[src/rtl/lvds_word_align_if.sv]
// Byte-alignment bus for lvds_word_align: sliding window in, aligned bytes and status out.
`timescale 1ns/1ps
interface lvds_word_align_if;
   logic [7:0] i_lvds_d;
   logic [7:0] o_byte;
   logic       o_byte_vld;
   logic       o_sof;
   logic       o_locked;
   logic [7:0] o_sync_err_cnt;

   modport master (
      output i_lvds_d,
      input  o_byte, o_byte_vld, o_sof, o_locked, o_sync_err_cnt
   );

   modport slave (
      input  i_lvds_d,
      output o_byte, o_byte_vld, o_sof, o_locked, o_sync_err_cnt
   );
endinterface

[src/rtl/lvds_word_align.sv]
// LVDS word aligner: hunts for SYNC_WORD in the sliding window, confirms, locks, emits bytes.
// Optional saturating sync-miss counter built only when LVDS_ALIGN_ERRCNT_EN is defined.
//
// state     | meaning
// S_HUNT    | compare window against SYNC_WORD every cycle
// S_CONFIRM | candidate found; waiting for CONFIRM_N hits at frame spacing
// S_LOCKED  | aligned; emit one byte per boundary, count sync misses
`timescale 1ns/1ps
module lvds_word_align #(
   parameter logic [7:0] SYNC_WORD = 8'h47,
   parameter int         FRAME_LEN = 16,
   parameter int         CONFIRM_N = 2,
   parameter int         LOSS_N    = 3
) (
   input  logic                lvds_clk,
   input  logic                rst_n,
   lvds_word_align_if.slave    bus
);

   localparam int IDX_W  = $clog2(FRAME_LEN);
   localparam int HIT_W  = $clog2(CONFIRM_N + 1);
   localparam int MISS_W = $clog2(LOSS_N + 1);

   localparam logic [IDX_W-1:0]  IDX_LAST  = IDX_W'(FRAME_LEN - 1);
   localparam logic [IDX_W-1:0]  IDX_ONE   = IDX_W'(1);
   localparam logic [HIT_W-1:0]  HIT_DONE  = HIT_W'(CONFIRM_N);
   localparam logic [MISS_W-1:0] MISS_DONE = MISS_W'(LOSS_N);

   typedef enum logic [1:0] {S_HUNT, S_CONFIRM, S_LOCKED} state_t;

   state_t              r_state, w_state_nxt;
   logic [2:0]          r_bit_cnt, w_bit_cnt_nxt;
   logic [IDX_W-1:0]    r_byte_idx, w_byte_idx_nxt, w_idx_adv;
   logic [HIT_W-1:0]    r_hit_cnt, w_hit_cnt_nxt, w_hit_inc;
   logic [MISS_W-1:0]   r_miss_cnt, w_miss_cnt_nxt, w_miss_inc;

   logic                w_match, w_bnd, w_idx0, w_loss;
   logic                w_emit, w_sof;

   logic [7:0]          r_byte;
   logic                r_byte_vld, r_sof, r_locked;

   assign w_match    = (bus.i_lvds_d == SYNC_WORD);
   assign w_bnd      = (r_bit_cnt == 3'd7);
   assign w_idx0     = (r_byte_idx == '0);
   assign w_idx_adv  = (r_byte_idx == IDX_LAST) ? '0 : r_byte_idx + IDX_ONE;
   assign w_hit_inc  = r_hit_cnt + HIT_W'(1);
   assign w_miss_inc = r_miss_cnt + MISS_W'(1);
   assign w_loss     = (r_state == S_LOCKED) && w_bnd && w_idx0 && !w_match
                       && (w_miss_inc == MISS_DONE);

   always_ff @(posedge lvds_clk or negedge rst_n) begin
      if (!rst_n) r_state <= S_HUNT;
      else        r_state <= w_state_nxt;
   end

   // byte_idx holds the index of the byte that will sit in the window at the next boundary
   always_comb begin
      w_state_nxt    = r_state;
      w_bit_cnt_nxt  = r_bit_cnt + 3'd1;
      w_byte_idx_nxt = r_byte_idx;
      w_hit_cnt_nxt  = r_hit_cnt;
      w_miss_cnt_nxt = r_miss_cnt;
      unique case (r_state)
         S_HUNT: begin
            if (w_match) begin
               w_bit_cnt_nxt  = '0;
               w_byte_idx_nxt = IDX_ONE;
               w_hit_cnt_nxt  = HIT_W'(1);
               w_miss_cnt_nxt = '0;
               w_state_nxt    = (CONFIRM_N == 1) ? S_LOCKED : S_CONFIRM;
            end
         end
         S_CONFIRM: begin
            if (w_bnd) begin
               w_byte_idx_nxt = w_idx_adv;
               if (w_idx0) begin
                  if (w_match) begin
                     w_hit_cnt_nxt = w_hit_inc;
                     if (w_hit_inc == HIT_DONE) w_state_nxt = S_LOCKED;
                  end else begin
                     w_state_nxt    = S_HUNT;
                     w_bit_cnt_nxt  = '0;
                     w_byte_idx_nxt = '0;
                     w_hit_cnt_nxt  = '0;
                  end
               end
            end
         end
         S_LOCKED: begin
            if (w_bnd) begin
               w_byte_idx_nxt = w_idx_adv;
               if (w_idx0) begin
                  if (w_match) begin
                     w_miss_cnt_nxt = '0;
                  end else if (w_loss) begin
                     w_state_nxt    = S_HUNT;
                     w_bit_cnt_nxt  = '0;
                     w_byte_idx_nxt = '0;
                     w_hit_cnt_nxt  = '0;
                     w_miss_cnt_nxt = '0;
                  end else begin
                     w_miss_cnt_nxt = w_miss_inc;
                  end
               end
            end
         end
         default: w_state_nxt = S_HUNT;
      endcase
   end

   // Locking transitions emit their sync byte; a lock-dropping miss emits nothing
   always_comb begin
      w_emit = 1'b0;
      w_sof  = 1'b0;
      unique case (r_state)
         S_HUNT: begin
            w_emit = w_match && (CONFIRM_N == 1);
            w_sof  = w_emit;
         end
         S_CONFIRM: begin
            w_emit = w_bnd && w_idx0 && w_match && (w_hit_inc == HIT_DONE);
            w_sof  = w_emit;
         end
         S_LOCKED: begin
            w_emit = w_bnd && !w_loss;
            w_sof  = w_emit && w_idx0;
         end
         default: begin
            w_emit = 1'b0;
            w_sof  = 1'b0;
         end
      endcase
   end

   always_ff @(posedge lvds_clk or negedge rst_n) begin
      if (!rst_n) begin
         r_bit_cnt  <= '0;
         r_byte_idx <= '0;
         r_hit_cnt  <= '0;
         r_miss_cnt <= '0;
         r_byte     <= 8'h00;
         r_byte_vld <= 1'b0;
         r_sof      <= 1'b0;
         r_locked   <= 1'b0;
      end else begin
         r_bit_cnt  <= w_bit_cnt_nxt;
         r_byte_idx <= w_byte_idx_nxt;
         r_hit_cnt  <= w_hit_cnt_nxt;
         r_miss_cnt <= w_miss_cnt_nxt;
         r_byte_vld <= w_emit;
         r_sof      <= w_sof;
         r_locked   <= (w_state_nxt == S_LOCKED);
         if (w_emit) r_byte <= bus.i_lvds_d;
      end
   end

   assign bus.o_byte     = r_byte;
   assign bus.o_byte_vld = r_byte_vld;
   assign bus.o_sof      = r_sof;
   assign bus.o_locked   = r_locked;

`ifdef LVDS_ALIGN_ERRCNT_EN
   logic [7:0] r_err_cnt;
   logic       w_err_inc;

   assign w_err_inc = (r_state == S_LOCKED) && w_bnd && w_idx0 && !w_match;

   // survives loss of lock; only reset clears it
   always_ff @(posedge lvds_clk or negedge rst_n) begin
      if (!rst_n)                             r_err_cnt <= 8'h00;
      else if (w_err_inc && r_err_cnt != 8'hFF) r_err_cnt <= r_err_cnt + 8'd1;
   end

   assign bus.o_sync_err_cnt = r_err_cnt;
`else
   assign bus.o_sync_err_cnt = 8'h00;
`endif

endmodule

[src/flat_wrapper.sv]
// flat-port wrapper written by rule: the top's interface ports become plain ports
module lvds_word_align_flat 
#(
   parameter logic [7:0] SYNC_WORD = 8'h47,
   parameter int         FRAME_LEN = 16,
   parameter int         CONFIRM_N = 2,
   parameter int         LOSS_N    = 3
)
  (lvds_clk, rst_n, bus_i_lvds_d, bus_o_byte, bus_o_byte_vld, bus_o_sof, bus_o_locked, bus_o_sync_err_cnt);
  lvds_word_align_if bus_i ();
  input  logic lvds_clk;
  input  logic rst_n;
  input wire logic [$bits(bus_i.i_lvds_d)-1:0] bus_i_lvds_d;
  output wire logic [$bits(bus_i.o_byte)-1:0] bus_o_byte;
  output wire logic [$bits(bus_i.o_byte_vld)-1:0] bus_o_byte_vld;
  output wire logic [$bits(bus_i.o_sof)-1:0] bus_o_sof;
  output wire logic [$bits(bus_i.o_locked)-1:0] bus_o_locked;
  output wire logic [$bits(bus_i.o_sync_err_cnt)-1:0] bus_o_sync_err_cnt;
  assign bus_i.i_lvds_d = bus_i_lvds_d;
  assign bus_o_byte = bus_i.o_byte;
  assign bus_o_byte_vld = bus_i.o_byte_vld;
  assign bus_o_sof = bus_i.o_sof;
  assign bus_o_locked = bus_i.o_locked;
  assign bus_o_sync_err_cnt = bus_i.o_sync_err_cnt;
  lvds_word_align #(.SYNC_WORD(SYNC_WORD), .FRAME_LEN(FRAME_LEN), .CONFIRM_N(CONFIRM_N), .LOSS_N(LOSS_N)) u_core (.lvds_clk(lvds_clk), .rst_n(rst_n), .bus(bus_i));
endmodule
[config.mk]
export PLATFORM = sky130hd
export DESIGN_NAME = lvds_word_align_flat
export DESIGN_NICKNAME = d
export VERILOG_FILES = /design/src/rtl/lvds_word_align_if.sv /design/src/rtl/lvds_word_align.sv /design/src/flat_wrapper.sv
export SDC_FILE = /design/constraint.sdc
export NUM_CORES = 1
export LEC_CHECK = 0
export ABC_AREA = 0
export BUFFER_PORTS_ARGS = -buffer_cell sky130_fd_sc_hd__buf_2
export CORE_UTILIZATION = 33
export DETAILED_ROUTE_END_ITERATION = 16
export GPL_ROUTABILITY_DRIVEN = 1
export HOLD_SLACK_MARGIN = 0.1
export PLACE_DENSITY = 0.62
export SYNTH_ARGS = -nofsm -noshare
export SYNTH_HDL_FRONTEND = slang
export SYNTH_SLANG_ARGS = --single-unit
[constraint.sdc]
create_clock -name lvds_clk -period 4.12 [get_ports lvds_clk]
set_clock_uncertainty 0.15 [all_clocks]
set_input_delay 0.412 -clock lvds_clk [delete_from_list [all_inputs] [get_ports lvds_clk]]
set_output_delay 0.412 -clock lvds_clk [all_outputs]
set_load 0.02 [all_outputs]
[After elaboration in Yosys (flattened, before gate mapping)]
Index checks and enable logic that the tools add are counted.
Storage, ports and cells
  bits in registers: 24
  bits of input ports: 10
  output and inout port bits: 19
  logic and storage cells: 92
Operators by class
  add/sub/neg operators: 4
  eq/ne operators: 15
  muxes and demuxes: 46
  reduce and logical (&&, ||, !) cells: 18
Operators with widths (count)
  $mux W2: 22
  $mux W4: 9
  $mux W3: 8
  $ne A2 B1 Y1 const B: 6
  $pmux W2 S3: 2
  $pmux W4 S3: 1
  $logic_and A1 B1 Y1: 9
  $pmux W3 S3: 1
  $eq A2 B2 Y1 const B: 4
  $eq A8 B7 Y1 const B: 1
  $reduce_and A4 Y1: 2
  $reduce_and A8 Y1: 1
  $add A2 B1 Y2 const B: 2
  $add A4 B1 Y4 const B: 1
  $eq A4 B4 Y1 const B: 1
  $logic_not A4 Y1: 1
  $pmux W1 S2: 2
  $pmux W2 S2: 1
  $add A3 B1 Y3 const B: 1
  $eq A3 B3 Y1 const B: 1
  $reduce_bool A3 Y1: 1
  $eq A2 B1 Y1 const B: 1
  $logic_not A1 Y1: 2
  $logic_not A2 Y1: 1
  other kinds (2): 2

[Longest topological paths before layout]
Gate-level depths: netlist (run 1).
  depth after elaboration: 11
  gate-level depth with buffers: 8
  gate-level depth less buffers: 7

[Worst setup path before layout (run 1)]
Ideal clock, no wire load.
  path type: input-to-reg
  start: input port bus_i_lvds_d[5]
  end: register u_core.r_hit_cnt[1]
  library setup time: 0.125 ns
  data arrival time: 1.997 ns
  data required time: 3.845 ns
  setup slack: 1.848 ns
  cell stages on the path: 5
  buffers on the path: 0
  path through: or4b_4 or2_4 a221oi_4 o21ai_2 mux2_4
On the way
  cells in the longest elaborated chain, start to end: 6
  elaborated cells on any way between the ends: 12
  classes of those cells: 4 x eq/ne; 4 x mux; 4 x reduce/logical
RTL lines
  start: declaration: line flat_wrapper.sv:13  | input wire logic [$bits(bus_i.i_lvds_d)-1:0] bus_i_lvds_d;
  $eq A8 B7 Y1 (*): line lvds_word_align.sv:43  | assign w_match = (bus.i_lvds_d == SYNC_WORD);
  $logic_not A1 Y1: line lvds_word_align.sv:49  | assign w_loss = (r_state == S_LOCKED) && w_bnd && w_idx0 && !w_match
  $logic_and A1 B1 Y1: line lvds_word_align.sv:49
  $logic_and A1 B1 Y1: line lvds_word_align.sv:50  | && (w_miss_inc == MISS_DONE);
  $ne A2 B1 Y1 (no line)
  $reduce_and A8 Y1 (no line)
  end signal: assignment: line lvds_word_align.sv:149  | r_hit_cnt <= w_hit_cnt_nxt;
  end: declaration: line lvds_word_align.sv:34  | logic [HIT_W-1:0] r_hit_cnt, w_hit_cnt_nxt, w_hit_inc;
Every way passes the cells marked *; elsewhere a longest branch is shown, timed or not. The select of a mux whose other input is x is not followed.
A chain may end at the register's enable or synchronous reset.

[Worst setup path in the final report (run 1)]
  start: register u_core.r_bit_cnt[0]
  end: register u_core.r_hit_cnt[1]
On the way
  cells in the longest elaborated chain, start to end: 7
  elaborated cells on any way between the ends: 9
  classes of those cells: 4 x eq/ne; 5 x reduce/logical
RTL lines
  start: declaration: line lvds_word_align.sv:32  | logic [2:0] r_bit_cnt, w_bit_cnt_nxt;
  start signal: assignment: line lvds_word_align.sv:147  | r_bit_cnt <= w_bit_cnt_nxt;
  $eq A3 B3 Y1 (*): line lvds_word_align.sv:44  | assign w_bnd = (r_bit_cnt == 3'd7);
  $logic_and A1 B1 Y1 (3 in series): line lvds_word_align.sv:49
  $logic_and A1 B1 Y1: line lvds_word_align.sv:50
  $ne A2 B1 Y1 (no line)
  $reduce_and A8 Y1 (no line) (*)
Every way passes the cells marked *; elsewhere a longest branch is shown, timed or not.

==> impl_metrics.yaml, run 1 <==
status:
  status: "finished clean"
detailed_routing:
  routed_wl_um: 2750
  drc: 0
  avgRoutedWirePerCell_um: 13.5
  first_iter_violations: 35
  ant_nets: 0
  vias: 1056
  via_per_inst: 5.20
  drtPass1Iterations: 4
timing:
  finalSetupTns_ps: 0
  max_freq_mhz: 413
  fin_crit_sh_pct: 58.7
  setup_violations: 0
  final_hold_viol_count: 0
  worst_slew_pin_slew_ps: 521
  rsz0062_at_grt: "false"
  finalCriticalPeriod_ps: 2420
  final-max-slew-violation-count: 0
  slew_headroom_pct: 65.3
yosys:
  synth_top_cell_area_share_pct: 42.8
  synth_xor_area_share_pct: 0
  synth_top_family_by_area: "compound AO/OA/AOI/OAI gates"
  ys_seq_area_share_pct: 42.8
  synth_fa_ha_area_share_pct: 8.91
  synth_area_per_cell_um2: 10.6
  ys_ff_latch: 24
  synth_top_area_cell: "dfrtp_1"
  synthMuxAreaShare_pct: 7.49
  synth_cell_types: 39
  synth_compound_area_share_pct: 20.3
  yosys_warnings: 0
  yosys.area_share.simple_pct: 12.2
  synthFlopType: "dfrtp_1"
  netlist_area_um2: 1400
  synthCells: 132
  synth_area_leaders: "dfrtp_1 43%, ha_1 8.9%, mux2_2 6.4%"
  synth_edf_count: 0
  synthArstFlopShare_pct: 100
floorplanning:
  core_area_um2: 4030
  die-height_um: 67.2
  initial_core_util_pct: 34.8
  io_pins: 29
  fp.dieW_um: 67.2
  die_area_um2: 4520
  num_rows: 23
worst_setup_path:
  cpMostUsedCell: "ha_1"
  slowest_stage: "a221oi_4"
  worst-path-buf-inv: 0
  crit_path_start: "u_core.r_bit_cnt[0]"
  cp_top_family: "compound AO/OA/AOI/OAI gates"
  worstReg2RegStart: "u_core.r_bit_cnt[0]"
  start_kind: "flop"
  critPathMaxFanout: 6
  slowest_delay_ps: 410
  worstPathRequired_ps: 4120
  crit_type: "reg -> reg"
  critical_path_arrival_ps: 2420
  endpoint_kind: "flop"
  cp_cell_sequence: "ha_1 > ha_1 > and4bb_2 > o211ai_2 > a221oi_4 > o21ai_2 > mux2_4"
cts:
  cts_resized: 0
  cts_sinks: 24
  cts-buffers-inserted: 3
  cts.clk_slew.worst_paths_ps: 80
  clock_tree.buffer_depth: 2
  h-tree-depth: 1
  cts_root_buffer: "clkbuf_8"
  cts_tree: "yes"
  clock_latency_ps: 260
power:
  power.static_leakage_nw: 0.716
  pwr_density_cell_nw_per_um2: 341
  ir_drop_uv: 192
  power_w: 0.000538
final_layout:
  area_growth_pct: 12.3
  n_antenna_cell: 0
  register_area_um2: 601
  nFillCells: 398
  nNetsFinal: 175
  multi_input_area_um2: 717
  drive_gt1_share_pct: 26.8
min_path:
  hp-start: "bus_i_lvds_d[3]"
  hold_path_class: "in -> reg"
global_routing:
  grt-ovfl-total: 0
  grt_pass1_wl_um: 4890
  antenna_found_initial: 0
  track_usage_pct: 14.2
  grt_start_max_net_pins: 25
  grt_pass1_vias: 1099
place:
  port_buffers: 20
  globalplace.congestion: 0.867
  hpwl_um: 2100
run:
  maxCapViolCount: 0
[stage by stage]
step	instances	hold WS, ps	utilization, %	instance area [um^2]	setup slack [ps]
floorplan	139	-33.6	-	1430	1850
global placement	199	258	37.9	1530	1640
detailed placement	199	271	37.9	1530	1580
CTS	203	235	39.1	1580	1710
global route	203	240	39.1	1580	1570
finish	203	239	39.1	1580	1700
[worst register-to-register path: cells and delay by family (launching register included)]
| family | cells | cell delay (ps) |
|---|---|---|
| multiplexers | 1 | 320 |
| adder cells (fa/ha/maj) | 2 | 380 |
| AO/OA/AOI/OAI | 3 | 750 |
| flip-flops | 1 | 360 |
| AND/OR/NAND/NOR | 1 | 350 |
[final timing paths]
check	to	slack, ps	cells past startpoint
max in group asynchronous	u_core.r_byte_idx[2]	2970	2
worst min-delay path	u_core.bus.o_byte[3]	240	2
worst min register to register	u_core.r_bit_cnt[0]	290	1
min in group asynchronous	u_core.r_bit_cnt[1]	500	2
worst max register to register	u_core.r_hit_cnt[1]	1700	7
worst max-delay path	u_core.r_hit_cnt[1]	1700	7
[cell usage after synthesis, types with 2 or more instances]
| cell type | n |
|---|---|
| inv_1 | 12 |
| buf_4 | 8 |
| a21oi_1 | 6 |
| o32ai_1 | 2 |
| ha_1 | 10 |
| nor2b_1 | 2 |
| nand4_1 | 2 |
| clkbuf_1 | 2 |
| o21ai_0 | 6 |
| nand3_1 | 3 |
| dfrtp_1 | 24 |
| o22ai_1 | 3 |
| nor2_1 | 4 |
| a21boi_0 | 4 |
| nand2_1 | 12 |
| a22o_1 | 2 |
| mux2_2 | 8 |
[where the power goes]
part           internal (W)  switching [W]  leakage [nW]  total [W]
logic             0.0000536      0.0000746         0.377   0.000128
registers          0.000260      0.0000146         0.318   0.000275
clock network     0.0000654      0.0000698        0.0216   0.000135
total              0.000379       0.000159         0.716   0.000538
[cell type report]
cell class	count	area share (%)
multi-input combinational	93	45.5
sequential	24	38.1
timing repair buffer	21	6.98
tap	50	3.97
inverter	12	2.86
clock buffer	3	2.62
[flip-flops by register name, summed over array words and instances, names as in the netlist]
| signal | flops |
|---|---|
| u_core.bus.o_sof | 1 |
| u_core.bus.o_byte_vld | 1 |
| u_core.r_byte_idx | 4 |
| u_core.bus.o_locked | 1 |
| u_core.r_miss_cnt | 2 |
| u_core.r_hit_cnt | 2 |
| u_core.r_state | 2 |
| u_core.r_bit_cnt | 3 |
| u_core.bus.o_byte | 8 |
[metal layers]
layer	wire (um)	track usage [%]
met5	0	0
met4	20	6.12
met3	119	2.03
met2	1280	23.9
met1	1330	17.9
[cell families (layout without fill, tap and decap cells)]
logic type,after synthesis,after routing
other cells,1,8
buf+inv,22,36
fa+ha+maj,10,10
mux,9,9
flops,24,24
simple gates,31,31
compound gates,35,35
[repair_timing]
item                                   CTS  global route
buffers inserted                         0             0
endpoints found under the hold margin   24             0
hold buffers                             1             0
[cell usage in the layout, fill, tap and decap left out, types with 2 or more instances in the layout]
master | netlist | routed
nor2b_1 | 2 | 2
nand2_1 | 12 | 12
buf_2 | 0 | 20
a21boi_0 | 4 | 4
o32ai_1 | 2 | 2
ha_1 | 10 | 10
clkbuf_8 | 0 | 3
nand4_1 | 2 | 2
o21ai_0 | 6 | 6
mux2_2 | 8 | 8
a21oi_1 | 6 | 6
nor2_1 | 4 | 4
nand3_1 | 3 | 3
dfrtp_1 | 24 | 24
o22ai_1 | 3 | 3
inv_1 | 12 | 12
a22o_1 | 2 | 2
conb_1 | 1 | 8
Power figures use the tool's default switching activity.
==> run 2: changes to the inputs <==
--- a/config.mk
+++ b/config.mk
@@ -11,7 +11,7 @@
 export DETAILED_ROUTE_END_ITERATION = 16
 export GPL_ROUTABILITY_DRIVEN = 1
 export HOLD_SLACK_MARGIN = 0.1
-export PLACE_DENSITY = 0.62
+export PLACE_DENSITY = 0.64
 export SYNTH_ARGS = -nofsm -noshare
 export SYNTH_HDL_FRONTEND = slang
 export SYNTH_SLANG_ARGS = --single-unit
==> constraint.sdc (replaced) <==
create_clock -name lvds_clk -period 2.09 [get_ports lvds_clk]
set_clock_uncertainty 0.15 [all_clocks]
set_input_delay 0.209 -clock lvds_clk [delete_from_list [all_inputs] [get_ports lvds_clk]]
set_output_delay 0.209 -clock lvds_clk [all_outputs]
set_load 0.02 [all_outputs]
==> run 2 against run 1 <==
Against the previous run: sequential power increased by 97%; core utilization increased by 11 points; sequential share of layout area decreased by 8.2 points; non-clock buffer count increased by 35; sequential cell count unchanged; global-route usage increased by 2.1 points; clock power increased by 140%; the run now ends with setup timing left.
==> impl_metrics.yaml, run 2 (synthesis results as in run 1) <==
global_routing:
  grt_pass1_wl_um: 5590
  track_usage_pct: 16.3
  grt_start_max_net_pins: 25
  grt-ovfl-total: 0
  antenna_found_initial: 0
  grt_pass1_vias: 1188
detailed_routing:
  first_iter_violations: 42
  drtPass1Iterations: 4
  drc: 0
  ant_nets: 0
  via_per_inst: 4.98
  vias: 1195
  avgRoutedWirePerCell_um: 14.2
  routed_wl_um: 3410
place:
  port_buffers: 20
  hpwl_um: 2260
  globalplace.congestion: 0.852
  place_ws_ps: -190
cts:
  cts_tree: "yes"
  cts_root_buffer: "clkbuf_8"
  h-tree-depth: 1
  cts-buffers-inserted: 3
  clock_tree.buffer_depth: 2
  clock_latency_ps: 270
  cts.clk_slew.worst_paths_ps: 90
  cts_sinks: 24
worst_setup_path:
  critPathMaxFanout: 3
  reg2reg_depth: 8
  worstPathRequired_ps: 2100
  endpoint_kind: "flop"
  cp-endpoint: "u_core.r_hit_cnt[1]"
  critical_path_arrival_ps: 2130
  crit_type: "reg -> reg"
  worstReg2RegStart: "u_core.r_bit_cnt[0]"
  start_kind: "flop"
  rrSetupSlack_ps: -30
  crit_path_start: "u_core.r_bit_cnt[0]"
  timing.rr.end: "u_core.r_hit_cnt[1]"
floorplanning:
  io_pins: 29
  initial_core_util_pct: 34.8
  fp.dieW_um: 67.2
  core_area_um2: 4030
  die_area_um2: 4520
  die-height_um: 67.2
  num_rows: 23
final_layout:
  largest_register_ffs: 8
  n_antenna_cell: 0
  nFillCells: 359
  layout_commonest_cell: "buf_4"
  area_growth_pct: 43.3
  nNetsFinal: 211
  drive_gt1_share_pct: 44.7
  final_cell_mix: "26 x buf_4, 24 x dfrtp_1, 20 x buf_2"
timing:
  max_freq_mhz: 472
  fin_crit_sh_pct: 101
  worst_slew_pin_slew_ps: 531
  final-max-slew-violation-count: 0
  fin_ws_ps: -27.7
  setup_violations: 8
  hold_slack_ps: 291
  rsz0062_at_grt: "true"
  slew_headroom_pct: 64.6
  finalCriticalPeriod_ps: 2120
  final_hold_viol_count: 0
status:
  status: "complete, but fails checks"
  violations: "setup timing"
power:
  ir_drop_uv: 368
  power.static_leakage_nw: 0.921
  pwr_density_cell_nw_per_um2: 634
run:
  maxCapViolCount: 0
min_path:
  hold_path_class: "in -> async"
run 2: changes by cell type in the layout (fill, tap and decap cells not counted), moves of 3 or more:
cell / previous run / this run
nand2_2: 0 / 3
mux2_4: 1 / 9
mux2_2: 8 / 0
dlygate4sd3_1: 1 / 9
nand2_1: 12 / 8
buf_4: 0 / 26
run 2: layer usage:
| metal | routed length, um | global-route usage, % | vias up | part of all wire (%) |
|---|---|---|---|---|
| li1 | - | - | 578 | - |
| met1 | 1550 | 21.8 | 583 | 45 |
| met2 | 1700 | 26.5 | 26 | 50 |
| met3 | 84 | 2.36 | 8 | 2.5 |
| met4 | 74 | 6.12 | 0 | 2.2 |
| met5 | 0 | 0 | - | 0 |
run 2: area by class of cell:
cell class              instances  area [um^2]  share of cell area (%)
multi-input cells              94          843                    41.9
flip-flops and latches         24          601                    29.9
repair buffers                 56          405                    20.1
well taps                      50         62.6                    3.11
clock buffers                   4         55.1                    2.74
inverters                      12         45.0                    2.24
run 2: how the worst min path moves through the flow:
stage | startpoint | endpoint | slack, ps | depth (start not counted)
2_1_floorplan | rst_n | u_core.bus.o_byte[0] | -240 | 0
3_3_place_gp | rst_n | u_core.bus.o_byte[3] | 60 | 1
3_5_place_dp | rst_n | u_core.bus.o_byte[0] | 70 | 1
4_1_cts | rst_n | u_core.bus.o_byte[0] | 310 | 2
5_1_grt | rst_n | u_core.bus.o_byte[3] | 340 | 2
6_report | rst_n | u_core.bus.o_byte[0] | 290 | 2
run 2: per-stage QoR:
| stage | setup TNS (ps) | util [%] | instance area (um^2) | instances | total power [W] |
|---|---|---|---|---|---|
| after detailed placement | -1480 | 41.1 | 1650 | 215 | 0.000848 |
| after global routing | -1060 | 49.9 | 2010 | 240 | 0.00135 |
| final | -136 | 49.9 | 2010 | 240 | 0.00128 |
| after global placement | -987 | 41.1 | 1650 | 215 | 0.000834 |
| after CTS | -343 | 47.6 | 1920 | 235 | 0.00124 |
| after floorplan | -194 | - | 1440 | 139 | 0.000747 |
run 2: critical path: stages, from the launching register on:
cell and delay, ps:
dfrtp_1 360, ha_2 190, ha_4 140, and4bb_4 260
o211ai_4 90, buf_12 140, a221oi_4 280, o21ai_2 100
mux2_4 300
run 2: where the power goes:
group	total [W]	internal [W]	switching, W
clock	0.000319	0.000168	0.000151
sequential	0.000542	0.000513	0.0000289
combinational	0.000415	0.000217	0.000198
run 2: timing repair:
item,CTS,global route
buffers inserted,6,5
endpoints found under the setup margin,14,19
pin swaps,7,7
hold buffers,9,0
endpoints found under the hold margin,32,0
gates resized for setup,15,17
gates cloned,1,0
